===== src/rtl/uart_pkg.sv =====
// Shared UART definitions: parity modes, FSM state encoding and bit-period helper.
package uart_pkg;

  localparam int unsigned PARITY_NONE = 0;
  localparam int unsigned PARITY_ODD  = 1;
  localparam int unsigned PARITY_EVEN = 2;

  localparam int unsigned BIT_CNT_W = 4;

  typedef enum logic [2:0] {
    ST_IDLE   = 3'd0,
    ST_START  = 3'd1,
    ST_DATA   = 3'd2,
    ST_PARITY = 3'd3,
    ST_STOP   = 3'd4
  } uart_state_e;

  // Rounded clocks per bit; a zero baud rate yields 0 so the range check trips.
  function automatic int unsigned calc_div(input int unsigned clk_freq,
                                           input int unsigned baud_freq);
    if (baud_freq == 0) return 0;
    return (clk_freq + baud_freq / 2) / baud_freq;
  endfunction

endpackage


===== src/rtl/uart_baud_tick.sv =====
// Bit-period timer: one-cycle o_tick every DIV clocks, realigned to zero on i_restart.
module uart_baud_tick
  import uart_pkg::*;
#(
  parameter int unsigned p_clk_freq  = 50_000_000,
  parameter int unsigned p_baud_freq = 115_200
) (
  input  logic i_clk,
  input  logic i_rst,
  input  logic i_restart,
  output logic o_tick
);

  localparam int unsigned DIV   = calc_div(p_clk_freq, p_baud_freq);
  localparam int unsigned CNT_W = (DIV < 2) ? 1 : $clog2(DIV);

  if (DIV < 2) begin : g_bad_div
    $error("uart_baud_tick: bit period below 2 clocks");
  end

  logic [CNT_W-1:0] cnt;

  // o_tick is registered one count early so it is high while cnt == DIV-1.
  always_ff @(posedge i_clk) begin
    if (i_rst || i_restart) begin
      cnt    <= '0;
      o_tick <= 1'b0;
    end else begin
      if (cnt == CNT_W'(DIV - 1)) cnt <= '0;
      else                        cnt <= cnt + CNT_W'(1);
      o_tick <= (cnt == CNT_W'(DIV - 2));
    end
  end

endmodule


===== src/rtl/uart_tx_param.sv =====
// Parameterised UART transmitter: start, 5..9 data bits LSB first, optional parity, 1..2 stops.
module uart_tx_param
  import uart_pkg::*;
#(
  parameter int unsigned p_clk_freq  = 50_000_000,
  parameter int unsigned p_baud_freq = 115_200,
  parameter int unsigned p_data_bits = 8,
  parameter int unsigned p_parity    = 0,
  parameter int unsigned p_stop_bits = 1
) (
  input  logic                   i_clk,
  input  logic                   i_rst,
  input  logic                   i_valid,
  input  logic [p_data_bits-1:0] i_data,
  output logic                   o_ready,
  output logic                   o_tx,
  output logic                   o_busy
);

  localparam int unsigned DIV = calc_div(p_clk_freq, p_baud_freq);

  if (DIV < 2) begin : g_bad_div
    $error("uart_tx_param: bit period below 2 clocks");
  end
  if (p_data_bits < 5 || p_data_bits > 9) begin : g_bad_data_bits
    $error("uart_tx_param: p_data_bits must be 5..9");
  end
  if (p_parity > PARITY_EVEN) begin : g_bad_parity
    $error("uart_tx_param: p_parity must be 0, 1 or 2");
  end
  if (p_stop_bits < 1 || p_stop_bits > 2) begin : g_bad_stop_bits
    $error("uart_tx_param: p_stop_bits must be 1 or 2");
  end

  uart_state_e            state;
  logic [p_data_bits-1:0] shreg;
  logic [BIT_CNT_W-1:0]   bit_cnt;
  logic                   parity_bit;
  logic                   tick;
  logic                   accept;

  assign accept = i_valid && o_ready && !i_rst;

  uart_baud_tick #(
    .p_clk_freq  (p_clk_freq),
    .p_baud_freq (p_baud_freq)
  ) u_baud (
    .i_clk     (i_clk),
    .i_rst     (i_rst),
    .i_restart (accept),
    .o_tick    (tick)
  );

  // Frame sequencer; o_tx is loaded with the next bit on the tick that ends the current one.
  always_ff @(posedge i_clk) begin
    if (i_rst) begin
      state      <= ST_IDLE;
      shreg      <= '0;
      bit_cnt    <= '0;
      parity_bit <= 1'b0;
      o_tx       <= 1'b1;
      o_ready    <= 1'b1;
      o_busy     <= 1'b0;
    end else begin
      case (state)
        ST_IDLE: begin
          if (accept) begin
            state      <= ST_START;
            shreg      <= i_data;
            parity_bit <= (^i_data) ^ (p_parity == PARITY_ODD);
            bit_cnt    <= '0;
            o_tx       <= 1'b0;
            o_ready    <= 1'b0;
            o_busy     <= 1'b1;
          end
        end
        ST_START: begin
          if (tick) begin
            state   <= ST_DATA;
            o_tx    <= shreg[0];
            shreg   <= shreg >> 1;
            bit_cnt <= '0;
          end
        end
        ST_DATA: begin
          if (tick) begin
            if (bit_cnt == BIT_CNT_W'(p_data_bits - 1)) begin
              bit_cnt <= '0;
              if (p_parity != PARITY_NONE) begin
                state <= ST_PARITY;
                o_tx  <= parity_bit;
              end else begin
                state <= ST_STOP;
                o_tx  <= 1'b1;
              end
            end else begin
              bit_cnt <= bit_cnt + BIT_CNT_W'(1);
              o_tx    <= shreg[0];
              shreg   <= shreg >> 1;
            end
          end
        end
        ST_PARITY: begin
          if (tick) begin
            state   <= ST_STOP;
            bit_cnt <= '0;
            o_tx    <= 1'b1;
          end
        end
        ST_STOP: begin
          if (tick) begin
            if (bit_cnt == BIT_CNT_W'(p_stop_bits - 1)) begin
              state   <= ST_IDLE;
              bit_cnt <= '0;
              o_ready <= 1'b1;
              o_busy  <= 1'b0;
            end else begin
              bit_cnt <= bit_cnt + BIT_CNT_W'(1);
            end
            o_tx <= 1'b1;
          end
        end
        default: begin
          state   <= ST_IDLE;
          o_tx    <= 1'b1;
          o_ready <= 1'b1;
          o_busy  <= 1'b0;
        end
      endcase
    end
  end

endmodule


===== config.mk =====
export PLATFORM = sky130hd
export DESIGN_NAME = uart_tx_param
export DESIGN_NICKNAME = d
export VERILOG_FILES = /design/src/rtl/uart_pkg.sv /design/src/rtl/uart_baud_tick.sv /design/src/rtl/uart_tx_param.sv
export SDC_FILE = /design/constraint.sdc
export NUM_CORES = 1
export LEC_CHECK = 0
export CAP_MARGIN = 10
export CORE_MARGIN = 4
export CORE_UTILIZATION = 55
export CTS_BUF_LIST = sky130_fd_sc_hd__clkbuf_16
export CTS_CLUSTER_SIZE = 24
export DETAILED_ROUTE_END_ITERATION = 10
export GPL_TIMING_DRIVEN = 0
export PLACE_DENSITY = 0.77
export SLEW_MARGIN = 10
export SYNTH_ARGS = -nofsm -noshare
export SYNTH_HDL_FRONTEND = slang
export SYNTH_SLANG_ARGS = --single-unit

===== constraint.sdc =====
create_clock -name i_clk -period 1.87 [get_ports i_clk]
set_input_delay 0.374 -clock i_clk [delete_from_list [all_inputs] [get_ports i_clk]]
set_output_delay 0.374 -clock i_clk [all_outputs]
set_load 0.01 [all_outputs]

==> impl_metrics.ini <==
[sta]
setup_violations = 0
slew_violations = 0
hold_viol = 0
clock.fmax_ghz = 0.550
tns_ns = 0
rsz0062_at_grt = true
relSlewSlack = 0.619
finalCriticalPeriod_ns = 1.82
fin_skew_ns = 0.00156
worst_slew_pin_slew_ns = 0.571
layout_setup_ws_ns = 0.0502
period_share = 0.973

[routing]
wirelength_um = 3010
avgViaCountPerCell = 5.80
drtAntennaViolNets = 0
via_count = 1206
drtIter0Drc = 53
wl_per_cell_um = 14.5
drc = 0
dr.pass1.iters = 4

[die]
die_area_um2 = 3440
initial_core_util = 0.575
chipHeight_um = 58.7
ios = 14
die_w_um = 58.7
rows = 18
core_area_um2 = 2450

[layout]
antenna_cells = 0
nets = 196
areaGrowthSynthToFinish_pct = 21.8
drive_above_1_share = 0.118
finish.utilization = 0.700
multi_input_area_um2 = 833
seqCellArea_um2 = 561
final_cells = 208
nFillCells = 197

[worst_setup_path]
worst_setup_path_start_kind = flop
end_kind = flop
max_stage_delay_ns = 0.50
crit_buf_inv = 1
setup.worst_path.class = flop to flop
critical_path.cell_chain = buf_2, nor2b_1, nor2_1, or4b_1, a21oi_2
critPathSlowestCell = or4b_1
cp.required_ns = 2.06
critPathMaxFanout = 10
cp-startpoint = state[2]
crit_arrival_ns = 2.01
rr_startpoint = state[2]
cp_top_family = simple AND/OR/NAND/NOR gates

[logic_synthesis]
yosys_warnings = 0
syn_inst = 162
synth_edf_count = 0
async_flop_share = 0
syn_area_um2 = 1410
syn_area_per_cell_um2 = 8.71
synth_ff_type = dfxtp_1
synth_cell_types = 38
yosysSeqAreaShare = 0.397
synth.ff_latch_count = 28
synth_fp_nets = 178

[global_route]
antenna_found_initial = 0
grtUsageTotal = 0.190
grt_max_degree = 15
grt_pass1_wl_um = 5020
gr-total-overflow = 0
grt_pass1_vias = 1171

[clocking]
clk_pin_slew_ns = 0.06
cts_hold_buf = 0
clk_path_buf_depth = 2
clock_latency_ns = 0.26
clock-root-buffer = clkbuf_16
cts_max_level = 1
cts_buffers = 3
cts_tree = done
cts_sinks = 28

[pwr]
p_leak_nw = 0.627
p_per_area_nw_per_um2 = 754
worst_ir_drop_vdd_uv = 631

[min_path]
hold_start = o_busy
holdCritPathClass = flop to flop

[place]
dp_cells = 205
place_ws_ns = -0.564
portBuffers = 13
gp_congestion = 0.778
dp_hpwl_um = 2100

[flow_run]
cap_violations = 0

[status]
status = completed
## layout by cell type (no fill, tap or decap), types with 6 or more instances in the layout
cell type	instances
dfxtp_1	28
a21oi_1	10
mux2i_1	7
nand2_1	6
inv_1	8
clkdlybuf4s50_1	11
nand3_1	7
nor2_1	24
## final cells by class
type / instances / area share
sequential: 28 / 0.326
multi-input combinational: 118 / 0.485
timing repair buffer: 14 / 0.0808
clock buffer: 3 / 0.0437
buffer: 7 / 0.0255
tap: 30 / 0.0218
inverter: 8 / 0.0175
## kinds of logic (layout without fill, tap and decap cells)
| logic type | Yosys count | count (layout) | share of synthesized area |
|---|---|---|---|
| and+or+nand+nor | 64 | 64 | 0.248 |
| AOI/OAI and AO/OA | 34 | 34 | 0.160 |
| DFF | 28 | 28 | 0.397 |
| buffers and inverters | 16 | 32 | 0.0505 |
| xor gates and xnor gates | 8 | 8 | 0.0496 |
| muxes | 7 | 7 | 0.0496 |
| adders and majority gates | 5 | 5 | 0.0443 |
## through the flow
stage	total power [mW]	cell area, um2	hold slack [ns]
finish	1.30	1720	0.478
global route	1.36	1720	0.510
CTS	1.30	1690	0.478
detailed placement	0.820	1580	0.466
global placement	0.815	1580	0.459
floorplan	0.757	1410	0.445
## registers in the layout, indices dropped and copies added, names as in the netlist
| register | count |
|---|---|
| shreg | 8 |
| u_baud.cnt | 9 |
| u_baud.o_tick | 1 |
| o_ready | 1 |
| o_tx | 1 |
| state | 3 |
| o_busy | 1 |
| bit_cnt | 4 |
## layer usage
metal | vias up | global-route usage | part of all wire
met3 | 5 | 0.0285 | 0.046
met4 | 0 | 0.0906 | 0.015
met5 | - | 0 | 0
li1 | 607 | - | -
met1 | 563 | 0.234 | 0.45
met2 | 31 | 0.324 | 0.49
## tightest hold or removal path, stage by stage (launching register included)
cell	delay, ns
dfxtp_1	0.32
nand2_1	0.06
a21oi_1	0.05
## cell usage after synthesis, types with 3 or more instances
cell type,n,share of area
a211oi_1,7,0.037
nand3b_1,4,0.021
dfxtp_1,28,0.40
a21oi_1,11,0.039
nand2b_1,3,0.013
nor3_1,3,0.011
o21ai_0,5,0.018
ha_1,5,0.044
xnor2_1,4,0.025
nand3_1,7,0.025
inv_1,8,0.021
clkbuf_1,4,0.011
xor2_1,4,0.025
buf_2,3,0.011
nand2_1,7,0.019
mux2i_1,7,0.050
nor2_1,25,0.066
## where the power goes
part           internal (mW)  total [mW]  switching [mW]  leakage, nW
combinational         0.0894       0.183          0.0937        0.362
clock                  0.283       0.470           0.187       0.0370
sequential             0.622       0.642          0.0207        0.228
## worst paths after layout
path | endpoint | slack, ns | cells after the start
max | bit_cnt[1] | 0.05 | 5
min | o_busy | 0.48 | 2
min reg2reg | o_busy | 0.48 | 2
max reg2reg | bit_cnt[1] | 0.05 | 5
## what timing repair did
action	CTS	global route
setup endpoints to repair	9	4
resized for setup	7	7
endpoints found under the hold margin	0	0
pin swaps	1	1
setup buffers	1	0
Power figures use the tool's default switching activity.
